### config.mk
export PLATFORM = sky130hd
export DESIGN_NAME = alu_issue_ctrl_flat
export DESIGN_NICKNAME = d
export VERILOG_FILES = /design/src/rtl/alu_pkg.sv /design/src/rtl/alu_issue_ctrl_if.sv /design/src/rtl/alu_issue_regfile.sv /design/src/rtl/alu_issue_ctrl.sv /design/src/flat_wrapper.sv
export SDC_FILE = /design/constraint.sdc
export NUM_CORES = 1
export LEC_CHECK = 0
export ABC_CLOCK_PERIOD_IN_PS = 7100
export CORE_MARGIN = 2
export CORE_UTILIZATION = 55
export DETAILED_ROUTE_END_ITERATION = 7
export PLACE_DENSITY_LB_ADDON = 0.25
export SYNTH_ARGS = -nofsm -noshare
export SYNTH_HDL_FRONTEND = slang
export SYNTH_SLANG_ARGS = --single-unit
### constraint.sdc
create_clock -name clk -period 7.1 [get_ports clk]
set_input_delay 1.065 -clock clk [delete_from_list [all_inputs] [get_ports clk]]
set_output_delay 1.065 -clock clk [all_outputs]
set_load 0.005 [all_outputs]
### src/rtl/alu_pkg.sv
// rtl/alu_pkg.sv - shared ALU opcodes, instruction field positions and width defaults
package alu_pkg;

  localparam int DEF_WIDTH    = 8;
  localparam int DEF_OP_WIDTH = 4;
  localparam int DEF_CNT_W    = 16;

  localparam int INSTR_W  = 16;
  localparam int IMM_BIT  = 15;
  localparam int FUNC_MSB = 14;
  localparam int FUNC_LSB = 12;
  localparam int RD_MSB   = 11;
  localparam int RD_LSB   = 10;
  localparam int RS1_MSB  = 9;
  localparam int RS1_LSB  = 8;
  localparam int RS2_MSB  = 1;
  localparam int RS2_LSB  = 0;
  localparam int IMM8_MSB = 7;
  localparam int IMM8_LSB = 0;

  typedef enum logic [3:0] {
    ALU_NOP = 4'd0,
    ALU_ADD = 4'd1,
    ALU_SUB = 4'd2,
    ALU_AND = 4'd3,
    ALU_OR  = 4'd4,
    ALU_XOR = 4'd5,
    ALU_SHL = 4'd6,
    ALU_GT  = 4'd7,
    ALU_EQ  = 4'd8
  } alu_op_e;

  // Opcode is the 3-bit func field plus one so that 0 stays reserved for NOP.
  function automatic logic [3:0] func_to_op(input logic [2:0] f);
    return {1'b0, f} + 4'd1;
  endfunction

endpackage

### src/rtl/alu_issue_ctrl_if.sv
// rtl/alu_issue_ctrl_if.sv - instruction, ALU and result signals of the issue controller
interface alu_issue_ctrl_if #(
  parameter int WIDTH    = 8,
  parameter int OP_WIDTH = 4,
  parameter int CNT_W    = 16
);
  logic                in_valid;
  logic                in_ready;
  logic [15:0]         in_instr;
  logic [OP_WIDTH-1:0] alu_op;
  logic [WIDTH-1:0]    alu_op1;
  logic [WIDTH-1:0]    alu_op2;
  logic [WIDTH-1:0]    alu_result;
  logic                res_valid;
  logic                res_ready;
  logic [WIDTH-1:0]    res_data;
  logic [1:0]          res_rd;
  logic [CNT_W-1:0]    retired_cnt;

  // Issue controller side.
  modport master (
    input  in_valid, in_instr, alu_result, res_ready,
    output in_ready, alu_op, alu_op1, alu_op2, res_valid, res_data, res_rd, retired_cnt
  );

  // Fetch / ALU / writeback consumer side.
  modport slave (
    output in_valid, in_instr, alu_result, res_ready,
    input  in_ready, alu_op, alu_op1, alu_op2, res_valid, res_data, res_rd, retired_cnt
  );
endinterface

### src/rtl/alu_issue_regfile.sv
// rtl/alu_issue_regfile.sv - 4-entry register file, two combinational reads, one write
module alu_issue_regfile #(
  parameter int WIDTH = 8
) (
  input  logic             clk,
  input  logic             rst,
  input  logic [1:0]       raddr_a_i,
  input  logic [1:0]       raddr_b_i,
  output logic [WIDTH-1:0] rdata_a_o,
  output logic [WIDTH-1:0] rdata_b_o,
  input  logic             we_i,
  input  logic [1:0]       waddr_i,
  input  logic [WIDTH-1:0] wdata_i
);
  logic [WIDTH-1:0] rf_q [4];

  // Register storage; cleared asynchronously so a reset mid-stream leaves no stale operands.
  always_ff @(posedge clk or posedge rst) begin
    if (rst) begin
      for (int i = 0; i < 4; i++) rf_q[i] <= '0;
    end else if (we_i) begin
      rf_q[waddr_i] <= wdata_i;
    end
  end

  assign rdata_a_o = rf_q[raddr_a_i];
  assign rdata_b_o = rf_q[raddr_b_i];
endmodule

### src/rtl/alu_issue_ctrl.sv
// rtl/alu_issue_ctrl.sv - ALU issue controller: E/W pipeline, operand forwarding, retire counter
module alu_issue_ctrl
  import alu_pkg::*;
#(
  parameter int WIDTH    = DEF_WIDTH,
  parameter int OP_WIDTH = DEF_OP_WIDTH,
  parameter int CNT_W    = DEF_CNT_W
) (
  input  logic             clk,
  input  logic             rst,
  alu_issue_ctrl_if.master bus
);
  logic             imm;
  logic [2:0]       func;
  logic [1:0]       rd, rs1, rs2;
  logic [WIDTH-1:0] imm8;

  logic [WIDTH-1:0] rf_rdata_a, rf_rdata_b;
  logic [WIDTH-1:0] src1, src2;
  logic             e_adv, in_ready_w, accept, e_retire;

  logic                e_valid_q, e_valid_d;
  logic [OP_WIDTH-1:0] op_q, op_d;
  logic [WIDTH-1:0]    op1_q, op1_d, op2_q, op2_d;
  logic [1:0]          rd_e_q, rd_e_d;
  logic                w_valid_q, w_valid_d;
  logic [WIDTH-1:0]    w_data_q, w_data_d;
  logic [1:0]          res_rd_q, res_rd_d;
  logic [CNT_W-1:0]    cnt_q, cnt_d;

  assign imm  = bus.in_instr[IMM_BIT];
  assign func = bus.in_instr[FUNC_MSB:FUNC_LSB];
  assign rd   = bus.in_instr[RD_MSB:RD_LSB];
  assign rs1  = bus.in_instr[RS1_MSB:RS1_LSB];
  assign rs2  = bus.in_instr[RS2_MSB:RS2_LSB];
  assign imm8 = WIDTH'(bus.in_instr[IMM8_MSB:IMM8_LSB]);

  // The E-stage result is written to the RF on the same edge that reads it, hence the forward path.
  alu_issue_regfile #(.WIDTH(WIDTH)) u_rf (
    .clk       (clk),
    .rst       (rst),
    .raddr_a_i (rs1),
    .raddr_b_i (rs2),
    .rdata_a_o (rf_rdata_a),
    .rdata_b_o (rf_rdata_b),
    .we_i      (e_retire),
    .waddr_i   (rd_e_q),
    .wdata_i   (bus.alu_result)
  );

  // Handshake qualifiers and forwarded operand selection.
  always_comb begin
    e_adv      = ~w_valid_q | bus.res_ready;
    in_ready_w = ~e_valid_q | e_adv;
    accept     = bus.in_valid & in_ready_w;
    e_retire   = e_valid_q & e_adv;
    src1       = (e_retire && (rd_e_q == rs1)) ? bus.alu_result : rf_rdata_a;
    src2       = (e_retire && (rd_e_q == rs2)) ? bus.alu_result : rf_rdata_b;
  end

  // Next state of the E and W stages and the retire counter.
  always_comb begin
    e_valid_d = e_valid_q;
    op_d      = op_q;
    op1_d     = op1_q;
    op2_d     = op2_q;
    rd_e_d    = rd_e_q;
    w_valid_d = w_valid_q;
    w_data_d  = w_data_q;
    res_rd_d  = res_rd_q;
    cnt_d     = cnt_q;

    if (accept) begin
      e_valid_d = 1'b1;
      op_d      = OP_WIDTH'(func_to_op(func));
      op1_d     = src1;
      op2_d     = imm ? imm8 : src2;
      rd_e_d    = rd;
    end else if (e_adv) begin
      // E drains: the ALU sees NOP, operands keep their last values.
      e_valid_d = 1'b0;
      op_d      = OP_WIDTH'(ALU_NOP);
    end

    if (e_retire) begin
      w_valid_d = 1'b1;
      w_data_d  = bus.alu_result;
      res_rd_d  = rd_e_q;
    end else if (bus.res_ready) begin
      w_valid_d = 1'b0;
    end

    if (w_valid_q && bus.res_ready) begin
      cnt_d = cnt_q + CNT_W'(1);
    end
  end

  // Pipeline and counter registers; reset drops anything in flight.
  always_ff @(posedge clk or posedge rst) begin
    if (rst) begin
      e_valid_q <= 1'b0;
      op_q      <= '0;
      op1_q     <= '0;
      op2_q     <= '0;
      rd_e_q    <= '0;
      w_valid_q <= 1'b0;
      w_data_q  <= '0;
      res_rd_q  <= '0;
      cnt_q     <= '0;
    end else begin
      e_valid_q <= e_valid_d;
      op_q      <= op_d;
      op1_q     <= op1_d;
      op2_q     <= op2_d;
      rd_e_q    <= rd_e_d;
      w_valid_q <= w_valid_d;
      w_data_q  <= w_data_d;
      res_rd_q  <= res_rd_d;
      cnt_q     <= cnt_d;
    end
  end

  assign bus.in_ready    = in_ready_w;
  assign bus.alu_op      = op_q;
  assign bus.alu_op1     = op1_q;
  assign bus.alu_op2     = op2_q;
  assign bus.res_valid   = w_valid_q;
  assign bus.res_data    = w_data_q;
  assign bus.res_rd      = res_rd_q;
  assign bus.retired_cnt = cnt_q;
endmodule

### src/flat_wrapper.sv
// flat-port wrapper written by rule: the top's interface ports become plain ports
module alu_issue_ctrl_flat import alu_pkg::*;
#(
  parameter int WIDTH    = DEF_WIDTH,
  parameter int OP_WIDTH = DEF_OP_WIDTH,
  parameter int CNT_W    = DEF_CNT_W
)
  (clk, rst, bus_in_valid, bus_in_instr, bus_alu_result, bus_res_ready, bus_in_ready, bus_alu_op, bus_alu_op1, bus_alu_op2, bus_res_valid, bus_res_data, bus_res_rd, bus_retired_cnt);
  alu_issue_ctrl_if #(.WIDTH(WIDTH), .OP_WIDTH(OP_WIDTH), .CNT_W(CNT_W)) bus_i ();
  input  logic clk;
  input  logic rst;
  input wire logic [$bits(bus_i.in_valid)-1:0] bus_in_valid;
  input wire logic [$bits(bus_i.in_instr)-1:0] bus_in_instr;
  input wire logic [$bits(bus_i.alu_result)-1:0] bus_alu_result;
  input wire logic [$bits(bus_i.res_ready)-1:0] bus_res_ready;
  output wire logic [$bits(bus_i.in_ready)-1:0] bus_in_ready;
  output wire logic [$bits(bus_i.alu_op)-1:0] bus_alu_op;
  output wire logic [$bits(bus_i.alu_op1)-1:0] bus_alu_op1;
  output wire logic [$bits(bus_i.alu_op2)-1:0] bus_alu_op2;
  output wire logic [$bits(bus_i.res_valid)-1:0] bus_res_valid;
  output wire logic [$bits(bus_i.res_data)-1:0] bus_res_data;
  output wire logic [$bits(bus_i.res_rd)-1:0] bus_res_rd;
  output wire logic [$bits(bus_i.retired_cnt)-1:0] bus_retired_cnt;
  assign bus_i.in_valid = bus_in_valid;
  assign bus_i.in_instr = bus_in_instr;
  assign bus_i.alu_result = bus_alu_result;
  assign bus_i.res_ready = bus_res_ready;
  assign bus_in_ready = bus_i.in_ready;
  assign bus_alu_op = bus_i.alu_op;
  assign bus_alu_op1 = bus_i.alu_op1;
  assign bus_alu_op2 = bus_i.alu_op2;
  assign bus_res_valid = bus_i.res_valid;
  assign bus_res_data = bus_i.res_data;
  assign bus_res_rd = bus_i.res_rd;
  assign bus_retired_cnt = bus_i.retired_cnt;
  alu_issue_ctrl #(.WIDTH(WIDTH), .OP_WIDTH(OP_WIDTH), .CNT_W(CNT_W)) u_core (.clk(clk), .rst(rst), .bus(bus_i));
endmodule
Word level (Yosys, flattened, before mapping)
Index checks and enable logic that the tools add are counted.

storage, ports and cells
  bits in registers = 82
  input port bits = 28
  output and inout bits = 48

operators by class
  add/sub/neg operators = 2
  magnitude comparators = 4
  eq/ne operators = 2
  muxes and demuxes = 18
  bitwise gates (word level) = 9
  reduce and logical (&&, ||, !) cells = 6

operator list
  kind                                                                           number
  8-bit 2-to-1 mux                                                               8
  8-bit binary-select mux with 2-bit select                                      2
  32-bit bitwise mux                                                             1
  16-bit by 1-bit adder with 16-bit output (second input constant)               1
  8-bit demux with 2-bit select                                                  1
  3-bit >= comparator (second input constant)                                    3
  2-bit NOT with 3-bit output                                                    3
  4-bit 2-to-1 mux                                                               2
  3-bit by 1-bit adder with 4-bit output (second input constant)                 1
  2-bit equality test                                                            2
  1-bit logical AND                                                              4
  1-bit 2-to-1 mux                                                               4
  2-bit nonzero test                                                             2
  3-bit by 1-bit less-than comparator with 1-bit output (second input constant)  1
  1-bit bitwise AND                                                              2
  1-bit NOT                                                                      2
  1-bit OR                                                                       2

Longest topological paths before layout
  depth in word-level cells = 6
  gate-level depth with buffers = 7

Hierarchy
From an unflattened synthesis, not the netlist that was laid out.

unflattened totals
  cells, all modules = 309
  area total of the unflattened synthesis = 3,920.0 um2

modules (own cells, without submodules)
  module             times used  cells each  area an instance (um2)  seq. area each (um2)
  alu_issue_ctrl     1           220         2,326.0                 1,251.2
  alu_issue_regfile  1           89          1,594.0                 800.8

Least setup slack after synthesis
OpenSTA, ideal clock, no wires.

  path type = input to output
  start = input bus_res_ready
  end = output bus_in_ready
  data arrival time = 1.462 ns
  data required time = 6.035 ns
  slack = 4.573 ns
  stages on the path = 2
  path buffers = 1
  path through = nand3b_1 -> clkbuf_1

between the ends
  word-level cells in the longest chain between the ends = 2

ends and longest elaborated chain
  element             RTL line              source
  start: declaration  flat_wrapper.sv:15    input wire logic [$bits(bus_i.res_ready)-1:0] bus_res_ready;
  1-bit OR            alu_issue_ctrl.sv:53  e_adv = ~w_valid_q | bus.res_ready;
  1-bit OR            alu_issue_ctrl.sv:54  in_ready_w = ~e_valid_q | e_adv;
  end: declaration    flat_wrapper.sv:16    output wire logic [$bits(bus_i.in_ready)-1:0] bus_in_ready;

Every way passes these cells.

Worst setup path in the final report
Same ends and word-level chain as after synthesis.

==> run summary <==
Number of global-route vias before repair: 2725
CTS tree: built
Core footprint: 0.00687 mm2
R2r endpoint: u_core.bus.alu_op2[6]
Seq cells post-synth: 82
DIE HEIGHT: 88.9 um
Fin crit share: 51.9%
Synth area leaders: dfrtp_1 (52%), mux2_2 (9.9%), mux4_1 (5.3%)
Num Clock Sinks: 82
Clock H-tree levels: 3
CP Launch Type: input pin
Unrepaired setup endpoints after global routing: no
Post-route ant nets: 0
Worst hold margin: 0.475 ns
Worst Setup EP: bus_in_ready
Hold Path Class: flop to flop
Final setup fails: 0
Worst slack at placement: 3.35 ns
Detailed Routing Iterations Pass 1: 4
Wire length per cell: 18.2 um
Clk_lat worst skew: 0.36 ns
Clock share of power: 22.8%
Slew Limit Headroom: 27.5%
Num rows: 30
Drt via density: 5.74
Post-synth top cells: dfrtp_1 (82), nand2_1 (40), mux2_2 (35)
Critical Path Source: bus_res_ready
Largest net degree at the start of global routing: 83
Min cycle time layout: 3.69 ns
Die width: 88.9 um
Final Hold Viols: 0
Critical R2R Launch: u_core.bus.res_valid
Worst-case clock buffer depth: 2
Syn avg cell area: 13.1 um2
Most common cell in the netlist: dfrtp_1
GRT Resource Usage Total: 23.8%
CP Max Fanout: 12
Post-Syn Nets: 332
DR DRC count: 0
Initial core utilization: 57.7%
Setup TNS: 0 ns
Total Power: 0.00152 W
Postcts setup bufs: 0
Register share of total power: 47.1%
R2R setup slack: 4.50 ns
Max-Cap Viols: 0
Layout area overhead: 24.3%
Routed WL: 8610 um
Yosys top cell by area: dfrtp_1
Grt ovf: 0
Final Max Slew Viols: 0
Resize count post-CTS: 0
FMAX: 0.271 GHz
Critical Path End Type: output port
Total power density per cell area: 308 mW/mm2
Ports: 76
Setup CP Type: input pin to output port
Top-area cell type share of the netlist area: 51.8%
Worst-margin pin slew: 1.08 ns
Worst-path clk slew: 0.08 ns
Final worst slack: 3.41 ns
Hold path start: u_core.bus.retired_cnt[15]
CP arrival: 2.62 ns
Unique masters post-synth: 37
Post-synth top flop: dfrtp_1
Post-CTS Hold Fix Bufs: 0
Sw Ratio: 28.8%
Layout cells sized above 1: 18.0%
Post-synthesis sequential area ratio: 51.8%
Initial antenna violation count: 0
1st-iter DRT viols: 178
Port Buffers: 75
CP required: 6.03 ns
EDFF count, synth: 0
Clock Skew: 0.00755 ns
First-pass GRT wire length: 13800 um
Post-Syn Area: 0.00397 mm2
Root buffer cell: clkbuf_8
Antenna cells: 0
Vias: 2721
Full die area: 0.00790 mm2
Placer Congestion: 0.773
Pint: 0.00108 W
R2R cell count: 4
Psw: 0.000437 W
Synth Instances: 302
Leakage: 2.08 nW
Combinational Power Share: 30.1%
Synth warnings: 0
Num CTS Buffers: 9
Asr flop ratio synth: 100%
DPL Wire Length: 5920 um
Peak supply drop: 0.000198 V
Final nets: 403
Status: finished, final reports clean
-- final cells by class --
class                           instances  area [um2]
Inverter                                1        5.00
Timing Repair Buffer                   76         758
Sequential cell                        82        2050
Clock buffer                           10         138
Tap cell                               96         120
Clock inverter                          6        66.3
Fill cell                             501        1940
Multi-Input combinational cell        203        1790
-- critical path: stages --
cell             delay, ns
clkdlybuf4s50_1       0.58
nand3b_1              0.39
clkdlybuf4s50_1       0.59
-- metrics by stage --
step	area (um2)	utilization (%)	instances
after global routing	4930	71.8	474
final	4930	71.8	474
after CTS	4930	71.8	474
after detailed placement	4730	68.8	458
after global placement	4730	68.8	458
after floorplan	3970	-	302
-- power by group through the flow --
stage / Combinational [W] / Clock (W) / Sequential, W
6_report: 0.000456 / 0.000346 / 0.000715
5_1_grt: 0.000495 / 0.000370 / 0.000735
4_1_cts: 0.000462 / 0.000349 / 0.000713
3_3_place_gp: 0.000444 / 0 / 0.000713
3_5_place_dp: 0.000459 / 0 / 0.000722
2_1_floorplan: 0.000278 / 0 / 0.000694
-- worst min path at each step --
| stage | to | slack, ns | depth (start not counted) |
|---|---|---|---|
| after global routing | u_core.bus.retired_cnt[15] | 0.51 | 1 |
| after detailed placement | u_core.bus.res_data[4] | 0.46 | 2 |
| after CTS | u_core.bus.retired_cnt[15] | 0.48 | 1 |
| final | u_core.bus.retired_cnt[15] | 0.47 | 1 |
| after floorplan | u_core.bus.retired_cnt[15] | 0.47 | 1 |
| after global placement | u_core.bus.res_data[6] | 0.46 | 2 |
-- routing by layer --
layer	GRT usage [%]	vias up	routed length, um
li1	-	1259	-
met1	31.1	1353	3670
met2	39.3	92	4320
met3	4.16	17	469
met4	10.9	0	146
met5	0	-	0
-- cells in the final DEF, fill, tap and decap left out, types with 10 or more instances in the layout --
| cell | instances |
|---|---|
| dfrtp_1 | 82 |
| clkdlybuf4s50_1 | 75 |
| nand2_1 | 40 |
| mux2_2 | 35 |
| xnor2_1 | 18 |
| nor3b_1 | 16 |
| nand3_1 | 13 |
| clkbuf_8 | 10 |
-- state kept, by name (all words and copies together), names as in the netlist --
signal and count:
u_core.rd_e_q 2, u_core.bus.alu_op2 8, u_core.u_rf.rf_q 32, u_core.bus.alu_op 4
u_core.bus.res_valid 1, u_core.bus.res_data 8, u_core.bus.res_rd 2, u_core.bus.retired_cnt 16
u_core.bus.alu_op1 8, u_core.e_valid_q 1
-- kinds of logic after synthesis --
family / count (synthesis) / synth area share [%]
mux: 59 / 21.8
flops: 82 / 51.8
buf+inv: 17 / 3.09
compound gates: 27 / 4.92
fa+ha+maj: 2 / 0.631
xor+xnor: 20 / 4.42
simple gates: 95 / 13.4
Power figures use the tool's default switching activity.
